`config.mk`:
```
export PLATFORM = sky130hd
export DESIGN_NAME = iir_frame_filter
export DESIGN_NICKNAME = d
export VERILOG_FILES = /design/src/rtl/filter_pkg.sv /design/src/rtl/iir_step.sv /design/src/rtl/iir_frame_filter.sv
export SDC_FILE = /design/constraint.sdc
export NUM_CORES = 1
export LEC_CHECK = 0
export ABC_AREA = 0
export CAP_MARGIN = 15
export CELL_PAD_IN_SITES_DETAIL_PLACEMENT = 0
export CELL_PAD_IN_SITES_GLOBAL_PLACEMENT = 1
export CORE_ASPECT_RATIO = 2
export CORE_MARGIN = 5
export CORE_UTILIZATION = 40
export DETAILED_ROUTE_END_ITERATION = 7
export PLACE_DENSITY_LB_ADDON = 0.1
export SLEW_MARGIN = 20
export SYNTH_ARGS = -nofsm -noshare
export SYNTH_HDL_FRONTEND = slang
export SYNTH_SLANG_ARGS = --single-unit
```
`constraint.sdc`:
```
create_clock -name clk -period 27.7 [get_ports clk]
set_input_delay 2.77 -clock clk [delete_from_list [all_inputs] [get_ports clk]]
set_output_delay 2.77 -clock clk [all_outputs]
set_load 0.01 [all_outputs]
```
`src/rtl/filter_pkg.sv`:
```
// filter_pkg: mode and FSM state encodings shared by the frame filter and its datapath.
package filter_pkg;
   typedef enum logic [1:0] {MODE_BYP = 2'b00, MODE_LP = 2'b01, MODE_HP = 2'b10, MODE_RSV = 2'b11} mode_e;
   typedef enum logic [1:0] {IDLE, RUN, FLUSH, DONE} state_e;
endpackage

```
`src/rtl/iir_step.sv`:
```
// iir_step: one-sample first-order IIR step producing the saturated low-pass state and the mode-selected output.
module iir_step
   import filter_pkg::*;
#(
   parameter int DATA_W = 12,
   parameter int COEF_W = 12,
   parameter int FRAC   = 11
) (
   input  logic signed [DATA_W-1:0] x,
   input  logic signed [DATA_W-1:0] prev,
   input  logic        [COEF_W-1:0] alpha,
   input  mode_e                    mode,
   output logic signed [DATA_W-1:0] y,
   output logic signed [DATA_W-1:0] lp,
   output logic                     clamp
);
   localparam int PW = DATA_W + COEF_W + 2;
   localparam logic signed [PW-1:0] HI   = PW'((1 << (DATA_W - 1)) - 1);
   localparam logic signed [PW-1:0] LO   = -HI - 1;
   localparam logic signed [PW-1:0] HALF = PW'(1 << (FRAC - 1));
   logic signed [DATA_W:0]   diff;
   logic signed [PW-1:0]     prod, lp_w, hp_w;
   logic signed [DATA_W-1:0] hp;
   logic                     lp_c, hp_c;
   function automatic logic signed [DATA_W-1:0] clip(input logic signed [PW-1:0] v);
      return v > HI ? DATA_W'(HI) : v < LO ? DATA_W'(LO) : DATA_W'(v);
   endfunction
   always_comb begin
      diff  = (DATA_W + 1)'(x) - (DATA_W + 1)'(prev);
      prod  = PW'(signed'({1'b0, alpha})) * PW'(diff);
      lp_w  = PW'(prev) + ((prod + HALF) >>> FRAC);
      lp    = clip(lp_w);
      lp_c  = lp_w > HI || lp_w < LO;
      hp_w  = PW'(x) - PW'(lp);
      hp    = clip(hp_w);
      hp_c  = hp_w > HI || hp_w < LO;
      y     = mode == MODE_LP ? lp : mode == MODE_HP ? hp : x;
      clamp = mode == MODE_LP ? lp_c : mode == MODE_HP ? (lp_c || hp_c) : 1'b0;
   end
endmodule

```
`src/rtl/iir_frame_filter.sv`:
```
// iir_frame_filter: streams one frame from the sample buffer through iir_step into the result buffer.
module iir_frame_filter
   import filter_pkg::*;
#(
   parameter int DATA_W = 12,
   parameter int DEPTH  = 256,
   parameter int COEF_W = 12,
   parameter int FRAC   = 11
) (
   input  logic                       clk,
   input  logic                       rst_n,
   input  logic                       start,
   input  logic                       abort,
   input  logic [1:0]                 mode,
   input  logic [COEF_W-1:0]          alpha,
   output logic                       rd_en,
   output logic [$clog2(DEPTH)-1:0]   rd_addr,
   input  logic signed [DATA_W-1:0]   rd_data,
   output logic                       wr_en,
   output logic [$clog2(DEPTH)-1:0]   wr_addr,
   output logic signed [DATA_W-1:0]   wr_data,
   output logic                       busy,
   output logic                       done,
   output logic                       sat
);
   localparam int AW = $clog2(DEPTH);
   state_e                   state, state_nx;
   mode_e                    mode_q;
   logic [COEF_W-1:0]        alpha_q;
   logic                     v1;
   logic [AW-1:0]            a1;
   logic signed [DATA_W-1:0] lp, lp_nx, y, prev;
   logic                     clamp, last_rd, last_wr, accept, stop;
   always_comb begin
      busy     = state == RUN || state == FLUSH;
      done     = state == DONE;
      last_rd  = rd_en && rd_addr == AW'(DEPTH - 1);
      last_wr  = wr_en && wr_addr == AW'(DEPTH - 1);
      accept   = start && (state == IDLE || state == DONE);
      stop     = abort && busy;
      prev     = a1 == '0 ? rd_data : lp;
      state_nx = state;
      case (state)
         IDLE:    state_nx = start ? RUN : IDLE;
         RUN:     state_nx = abort ? IDLE : last_rd ? FLUSH : RUN;
         FLUSH:   state_nx = abort ? IDLE : last_wr ? DONE : FLUSH;
         DONE:    state_nx = start ? RUN : IDLE;
         default: state_nx = IDLE;
      endcase
   end
   always_ff @(posedge clk or negedge rst_n)
      if (!rst_n) state <= IDLE;
      else        state <= state_nx;
   // a1 tracks the address whose data is on rd_data; address 0 seeds the low-pass state
   always_ff @(posedge clk or negedge rst_n) begin
      if (!rst_n) begin
         rd_en   <= 1'b0;
         rd_addr <= '0;
         v1      <= 1'b0;
         a1      <= '0;
         wr_en   <= 1'b0;
         wr_addr <= '0;
         wr_data <= '0;
         lp      <= '0;
         mode_q  <= MODE_BYP;
         alpha_q <= '0;
         sat     <= 1'b0;
      end else if (accept) begin
         rd_en   <= 1'b1;
         rd_addr <= '0;
         v1      <= 1'b0;
         wr_en   <= 1'b0;
         mode_q  <= mode_e'(mode);
         alpha_q <= alpha;
         sat     <= 1'b0;
      end else if (stop) begin
         rd_en <= 1'b0;
         v1    <= 1'b0;
         wr_en <= 1'b0;
      end else begin
         rd_en   <= rd_en && !last_rd;
         rd_addr <= rd_en ? rd_addr + 1'b1 : rd_addr;
         v1      <= rd_en;
         a1      <= rd_addr;
         wr_en   <= v1;
         if (v1) begin
            wr_addr <= a1;
            wr_data <= y;
            lp      <= lp_nx;
            sat     <= sat | clamp;
         end
      end
   end
   iir_step #(.DATA_W(DATA_W), .COEF_W(COEF_W), .FRAC(FRAC)) u_step (
      .x     (rd_data),
      .prev  (prev),
      .alpha (alpha_q),
      .mode  (mode_q),
      .y     (y),
      .lp    (lp_nx),
      .clamp (clamp)
   );
endmodule

```
Word-level counts from Yosys, hierarchy flattened
Index checks and enable logic that the tools add are counted.

Register bits after elaboration: 68. Input port bits: 30. Output and inout bits: 33. Logic and storage cells: 80.

Add/subtract/negate cells: 5. Multiply operators: 1. $lt $le $gt $ge: 4. Eq/ne operators: 8. Muxes and demuxes: 27. Bitwise logic cells: 3. Reductions and logical operators: 20.

Operator list (count): $mux W12 (7); $gt A26 B12 Y1 const B (2); $lt A26 B12 Y1 const B (2); $add A26 B12 Y26 const B (1); $mul A13 B13 Y26 (1); $sub A12 B12 Y13 (2); $mux W8 (3); $add A12 B15 Y16 (1); $eq A8 B8 Y1 const B (2); $mux W1 (13); $add A8 B1 Y8 const B (1); $logic_not A8 Y1 (1); $eq A2 B2 Y1 const B (3); $mux W2 (3); $pmux W2 S3 (1); $reduce_and A2 Y1 (3); $logic_and A1 B1 Y1 (5); $logic_or A1 B1 Y1 (5); $eq A2 B1 Y1 const B (2); $reduce_bool A2 Y1 (2); $reduce_and A3 Y1 (1); $logic_not A2 Y1 (1); $ne A2 B2 Y1 const B (1); $not A1 Y1 (2); 3 further kinds (3).

Logic depth before layout (Yosys ltp)
Gate-level depths: netlist (run 1).

Word-level depth: 19. Mapped depth: 65. Depth with buffers taken out: 63.

Modules after synthesis
A second synthesis (run 1) with hierarchy kept.

Cells, all modules: 1161. Area total of the unflattened synthesis: 10628.9 µm².

By module, submodules not included: iir_step (times used 1, cells an instance 921, area an instance 7563.5 µm², sequential area each 0.0 µm²); iir_frame_filter (times used 1, cells an instance 240, area an instance 3065.4 µm², sequential area each 1701.6 µm²).

Least setup slack after synthesis (run 1)
Ideal clock, no wire load.

Path kind: input port to flip-flop. From: input port rd_data[0]. To: register wr_data[10]. Setup time: 0.122 ns. Arrival: 14.892 ns. Data required time: 27.578 ns. Slack: 12.686 ns. Stages on the path: 61. Buffers on the path: 2. Cell sequence: inv_1 > o21ai_0 > ha_1 > inv_1 > ha_1 > o21ai_1 > or3b_1 > a211oi_1 > o31ai_1 > o2111ai_1 > o2111ai_1 > and3_1 > a21oi_1 > xnor2_1 > clkbuf_1 > nand2_1 > fa_1 > fa_1 > [... 25 more ...] > buf_4 > nand2_1 > o21ai_0 > ha_1 > inv_1 > fa_1 > a21o_1 > a21oi_1 > o21bai_1 > a21oi_1 > o21a_1 > nor3_1 > a21o_1 > nor2_1 > nor2_1 > a221o_1 > a211oi_2 > nor2_1.

Cells in the longest elaborated chain, start to end: 14. Elaborated cells on any way between the ends: 16. Classes of those cells: add/sub (4); mul (1); order compare (4); mux (7).

Ends and longest elaborated chain: start, declared (line iir_frame_filter.sv:18) `input logic signed [DATA_W-1:0] rd_data,`; $mux W12 (line iir_frame_filter.sv:41) `prev = a1 == '0 ? rd_data : lp;`; $sub A12 B12 Y13 (line iir_step.sv:29) `diff = (DATA_W + 1)'(x) - (DATA_W + 1)'(prev);`; $mul A13 B13 Y26 (line iir_step.sv:30) `prod = PW'(signed'({1'b0, alpha})) * PW'(diff);`; $add A26 B12 Y26 (line iir_step.sv:31) `lp_w = PW'(prev) + ((prod + HALF) >>> FRAC);`; $add A12 B15 Y16 * (line iir_step.sv:31); $lt A26 B12 Y1 (line iir_step.sv:26) `return v > HI ? DATA_W'(HI) : v < LO ? DATA_W'(LO) : DATA_W'(v);`; $mux W12 (line iir_step.sv:26); $mux W12 * (line iir_step.sv:26); net lp_nx[0] (line iir_frame_filter.sv:32) `logic signed [DATA_W-1:0] lp, lp_nx, y, prev;`; $sub A12 B12 Y13 * (line iir_step.sv:34) `hp_w = PW'(x) - PW'(lp);`; $lt A26 B12 Y1 (line iir_step.sv:26); $mux W12 (line iir_step.sv:26); $mux W12 * (line iir_step.sv:26); $mux W12 * (2 in series) (line iir_step.sv:37) `y = mode == MODE_LP ? lp : mode == MODE_HP ? hp : x;`; end signal, assigned (line iir_frame_filter.sv:88) `wr_data <= y;`; end, declared (line iir_frame_filter.sv:21) `output logic signed [DATA_W-1:0] wr_data,`.

The timed path passes the listed nets; every way through them passes the cells marked *. A chain may end at the register's enable or synchronous reset.

Final worst setup path (run 1)
From: input port rd_data[0]. To: register wr_data[3].

The elaborated chain is that of the path after synthesis.

==> results of run 1 <==
[worst max-delay path, delay by kind of cell]
kind,cells,cell delay [ns]
AND/OR/NAND/NOR,10,2.55
AO/OA/AOI/OAI,27,5.96
adder cells (fa/ha/maj),12,4.72
XOR/XNOR,2,0.67
buffers and inverters,7,0.86
[flip-flops by register name, indices dropped and copies added, names as in the netlist]
signal   count
alpha_q     12
lp          12
wr_data     12
a1           8
rd_addr      8
wr_addr      8
mode_q       2
state        2
rd_en        1
sat          1
v1           1
wr_en        1
[metal layers]
| metal | GRT usage | vias to the layer above |
|---|---|---|
| li1 | - | 4240 |
| met1 | 0.212 | 4397 |
| met2 | 0.442 | 173 |
| met3 | 0.0210 | 79 |
| met4 | 0.116 | 0 |
| met5 | 0 | - |
[final timing paths]
kind                         endpoint  cells after the start
min                            lp[10]                      2
max                        wr_data[3]                     58
min in group asynchronous       wr_en                      1
max reg2reg                wr_data[3]                     58
max in group asynchronous       lp[9]                      1
min reg2reg                    lp[10]                      2
[cells in the final DEF, fill, tap and decap left out, drive strengths merged, types with 22 or more instances in the layout]
cell	netlist	routed
clkdlybuf4s50	0	61
inv	156	157
xnor2	30	30
ha	124	124
o21ai	35	35
dfrtp	68	68
fa	111	111
nand2	236	236
nor2	54	54
a21oi	54	54
xor2	22	22
and2	55	55
[layout make-up]
| cell class | count | area, sq um | share of cell area |
|---|---|---|---|
| clock buffers | 10 | 229 | 0.0192 |
| repair buffers | 76 | 723 | 0.0607 |
| inverters | 156 | 586 | 0.0491 |
| multi-input cells | 979 | 8160 | 0.685 |
| clock inverters | 6 | 87.6 | 0.00735 |
| well taps | 344 | 430 | 0.0361 |
| flip-flops and latches | 68 | 1700 | 0.143 |
[metrics by stage]
stage / utilization / instance area, sq um / hold WS (ns) / worst slack (ns) / instances
6_report: 0.453 / 11900 / 0.488 / 10.45 / 1639
5_1_grt: 0.453 / 11900 / 0.518 / 9.32 / 1639
4_1_cts: 0.453 / 11900 / 0.487 / 10.29 / 1639
3_5_place_dp: 0.441 / 11600 / 0.472 / 9.97 / 1623
3_3_place_gp: 0.441 / 11600 / 0.465 / 10.01 / 1623
2_1_floorplan: - / 10600 / 0.449 / 12.69 / 1254
[logic make-up after synthesis]
| kind of cell | Yosys count |
|---|---|
| AO/OA/AOI/OAI | 220 |
| XOR/XNOR | 53 |
| adder cells (fa/ha/maj) | 236 |
| buffers and inverters | 207 |
| flip-flops | 68 |
| multiplexers | 11 |
| AND/OR/NAND/NOR | 459 |
==> run_results.csv, run 1 <==
group,metric,value,unit
status,run_status,"finished, final reports clean",
route,detail_route.wl_per_cell,19.6,um
die,die_width,125,um
clock_network,clock-sinks,68,
synth,synthesis.area,0.0106,sq mm
synth,ffs_w_async_s_r_synth,1.00,
synth,number_of_enable_type_register_cells_in_the_synthesized_netlist,0,
sta,slew_headroom,0.301,
clock_network,cts.reportedPaths.clkPinSlew,0.06,ns
clock_network,cts_htree_levels,3,
placement,routabilityCongestion,0.932,
layout,design.final.nets,1555,
sta,rsz0062_at_grt,"no",
critical_path,worst_path_most_repeated_cell,"sky130_fd_sc_hd__fa_1",
route,wl_met2,18600,um
critical_path,crit_type,"in -> reg",
sta,finalHoldViolations,0,
clock_network,cts_hold_buf,0,
clock_network,postCtsSetupRepairBufs,0,
synth,postSynthRegisterBits,68,
synth,synth_top_cell_by_area,"sky130_fd_sc_hd__fa_1",
synth,synth_flop_cell,"sky130_fd_sc_hd__dfrtp_1",
synth,synth_area_per_cell,8.48,sq um
grt,antenna_found_initial,0,
synth,synthesized_net_count,1519,
run,maxCapViolCount,0,
route,highest_metal_layer_with_signal_wires,"met4",
clock_network,clock_tree.buffer_depth,2,
synth,synth_compound_area_frac,0.149,
route,met3_length,678,um
layout,final_layout_size_suffix_gt1_frac,0.0556,
sta,final.min_clock_period,17.25,ns
synth,largest_family_of_logic_cells_by_synthesized_area,"adder cells",
critical_path,critPathArrivalTime,17.53,ns
route,first_iter_violations,421,
clock_network,cts-buffers-inserted,9,
grt,gr_ovfl_total,0,
synth,post_synth_mux_area_share,0.0113,
critical_path,crit_start_category,"input pin",
synth,post_synth_xor_area_fraction,0.0450,
die,floorplan.initialDensity,0.405,
layout,flow.area_growth_from_synthesis,12.1,%
clock_network,cts.repair.resized,0,
synth,post_synth_inst_count,1254,
sta,sum_neg_setup_slack,0,ns
die,die-area,0.0301,sq mm
route,detail_route.vias_per_cell,5.42,
critical_path,crit_path_end_kind,"flop",
synth,netlist_top_cells_area,"sky130_fd_sc_hd__fa_1 (21%), sky130_fd_sc_hd__dfrtp_1 (16%), sky130_fd_sc_hd__ha_1 (15%), sky130_fd_sc_hd__nand2_1 (8.3%), sky130_fd_sc_hd__inv_1 (5.5%)",
synth,ys_types,80,
synth,synth.cells.most_frequent,"sky130_fd_sc_hd__nand2_1 (235), sky130_fd_sc_hd__inv_1 (156), sky130_fd_sc_hd__ha_1 (124)",
sta,report.final.setup_viol,0,
route,postRouteWirelength,32100,um
synth,ys.warnings.count,0,
clock_network,insertion_delay,0.36,ns
sta,final.period_utilization,0.623,
synth,synth_top_cell_area_share,0.209,
critical_path,critical_path.reg2reg.startpoint,"a1[6]",
critical_path,worstPathMaxFanout,12,
clock_network,tritoncts_clock_tree,"built",
die,die_height,241,um
critical_path,critical-path-slowest-cell,"sky130_fd_sc_hd__o21ai_0",
placement,placement.io_buffers,62,
grt,gr-usage-all-layers,0.217,
route,drc,0,
grt,grt_max_degree,69,
die,fp_rows,84,
clock_network,clk_root_buffer_cell,"sky130_fd_sc_hd__clkbuf_16",
layout,num-fill-cells,2711,
hold_path,hold_path.class,"reg -> reg",
die,fp.coreArea,0.0263,sq mm
route,drtAntennaViolNets,0,
sta,timing_worst_slew_pin_value,1.04,ns
critical_path,worst_path_largest_cell_delay,0.80,ns
synth,synth_most_common_cell,"sky130_fd_sc_hd__nand2_1",
synth,synth_simple_gate_area_frac,0.203,
sta,drv_slew,0,
layout,antenna_cells_inserted,0,
route,wl_met1,11100,um
placement,dpl.hpwl,26400,um
critical_path,critical_path_required,27.99,ns
die,num_io_pins,63,
critical_path,worst-r2r-setup-slack,12.00,ns
synth,synth_adder_area_share,0.356,
route,vias,8889,
synth,synth_sequential_area_ratio,0.160,
route,first_pass_drt_iterations,4,
hold_path,worst_hold_startpoint,"lp[10]",
grt,grt_pass1_vias,9522,
grt,global_route_wire_length_before_repair,50700,um
sta,fmax,58.0,MHz
critical_path,worstSetupStartpoint,"rd_data[0]",
sta,final.setup_skew,0.0123,ns
Power of run 1 is left out: the tool's default activity adds up to more than one toggle a clock period on the data nets, which glitch-free logic cannot reach.
==> run 2: changes to the inputs <==
clock period = 16.2 ns   (was 27.7 ns; I/O delays follow)
==> run_results.csv, run 2 (same netlist as run 1, synthesis figures left out) <==
group,metric,value,unit
layout,antenna_cells_inserted,0,
critical_path,worst-r2r-setup-slack,1.50,ns
clock_network,cts.reportedPaths.clkPinSlew,0.07,ns
clock_network,cts_htree_levels,3,
route,detail_route.wl_per_cell,19.5,um
sta,fmax,65.9,MHz
die,die_height,241,um
placement,area_after_detailed_placement,0.0117,sq mm
die,die-area,0.0301,sq mm
clock_network,tritoncts_clock_tree,"built",
grt,gr_ovfl_total,0,
sta,final.period_utilization,0.937,
critical_path,crit-reg2reg-capture,"wr_data[3]",
route,first_iter_violations,312,
clock_network,clk_root_buffer_cell,"sky130_fd_sc_hd__clkbuf_16",
route,drtAntennaViolNets,0,
critical_path,worstSetupStartpoint,"rd_data[0]",
grt,grt_max_degree,69,
layout,design.final.nets,1571,
layout,flow.area_growth_from_synthesis,13.1,%
clock_network,cts_hold_buf,0,
route,drc,0,
die,floorplan.initialDensity,0.405,
clock_network,clock-sinks,68,
sta,drv_slew,0,
clock_network,insertion_delay,0.37,ns
layout,biggestRegsByFlops,"alpha_q: 12 flops, lp: 12 flops, wr_data: 12 flops",
clock_network,clock_tree.buffer_depth,2,
critical_path,crit_path_end_kind,"flop",
grt,grt_pass1_vias,9374,
layout,final_layout_size_suffix_gt1_frac,0.0664,
hold_path,hold_path.class,"reg -> reg",
layout,layout.cells.most_common_list,"sky130_fd_sc_hd__nand2_1 (235), sky130_fd_sc_hd__inv_1 (156), sky130_fd_sc_hd__ha_1 (124)",
critical_path,critical_path.reg2reg.startpoint,"a1[1]",
sta,final.min_clock_period,15.17,ns
critical_path,critical_path_required,16.45,ns
grt,antenna_found_initial,0,
sta,rsz0062_at_grt,"no",
sta,report.final.setup_viol,0,
die,fp.coreArea,0.0263,sq mm
sta,final.setup_skew,0.0106,ns
critical_path,critical-path-slowest-cell,"sky130_fd_sc_hd__fa_1",
run,maxCapViolCount,0,
critical_path,worst_path_most_repeated_cell,"sky130_fd_sc_hd__fa_1",
critical_path,critical_path.endpoint,"wr_data[3]",
sta,sum_neg_setup_slack,0,ns
die,fp_rows,84,
layout,mostFrequentLayoutCell,"sky130_fd_sc_hd__nand2_1",
placement,routabilityCongestion,0.883,
layout,num-fill-cells,2705,
grt,global_route_wire_length_before_repair,51200,um
sta,worst_hold_slack,0.478,ns
critical_path,rr_worst_depth,58,
clock_network,cts-buffers-inserted,9,
sta,finalHoldViolations,0,
critical_path,crit_start_category,"input pin",
critical_path,worst_path_largest_cell_delay,0.55,ns
layout,fin_area,0.0120,sq mm
route,detail_route.vias_per_cell,5.38,
sta,slew_headroom,0.348,
die,num_io_pins,63,
grt,gr-usage-all-layers,0.220,
status,run_status,"finished, final reports clean",
sta,timing_worst_slew_pin_value,0.978,ns
route,vias,8896,
die,die_width,125,um
critical_path,crit_type,"in -> reg",
placement,dpl.hpwl,26500,um
critical_path,critPathArrivalTime,15.42,ns
placement,placement.io_buffers,62,
critical_path,worstPathMaxFanout,8,
route,postRouteWirelength,32300,um
route,first_pass_drt_iterations,7,
run 2: changes by cell type in the layout (fill, tap and decap cells not counted), sizes merged:
| cell | delta |
|---|---|
| buf | +16 |
| clkinvlp | +2 |
| clkinv | -2 |
| clkbuf | -1 |
| inv | +1 |
run 2: area by class of cell:
cell class	instances	area [sq um]	area share
Sequential cell	68	1700	0.141
Multi-Input combinational cell	979	8140	0.677
Clock inverter	7	97.6	0.00811
Timing Repair Buffer	92	843	0.0701
Clock buffer	9	225	0.0187
Tap cell	344	430	0.0358
Inverter	156	586	0.0487
run 2: worst min-delay path by stage:
stage / slack [ns] / cells past startpoint / start / endpoint
CTS: 0.48 / 2 / alpha_q[11] / alpha_q[11]
finish: 0.48 / 2 / alpha_q[11] / alpha_q[11]
global route: 0.51 / 2 / lp[10] / lp[10]
global placement: 0.46 / 2 / alpha_q[11] / alpha_q[11]
floorplan: 0.45 / 2 / lp[11] / lp[11]
detailed placement: 0.46 / 2 / alpha_q[11] / alpha_q[11]
run 2: timing repair:
| action | in CTS | in global routing |
|---|---|---|
| setup endpoints to repair | 0 | 6 |
| setup buffers | 0 | 0 |
| resized for setup | 0 | 1 |
run 2: stage by stage:
stage               worst slack, ns  utilization  std cells
global route                 0.0344        0.458       1655
finish                         1.03        0.458       1655
detailed placement            0.666        0.445       1639
global placement              0.846        0.445       1639
CTS                            1.04        0.457       1655
floorplan                      2.34            -       1254
run 2: per-layer routing:
metal / share of wire / track usage
met5: 0 / 0
met4: 0.035 / 0.0842
met3: 0.024 / 0.0257
met2: 0.59 / 0.453
met1: 0.35 / 0.220
run 2: worst max-delay path, delay by kind of cell:
kind,cells,cell delay [ns]
compound gates,27,6.00
fa+ha+maj,11,4.57
simple gates,10,1.90
buf+inv,7,0.96
xor+xnor,2,0.35
Power of run 2 is left out for the same reason.
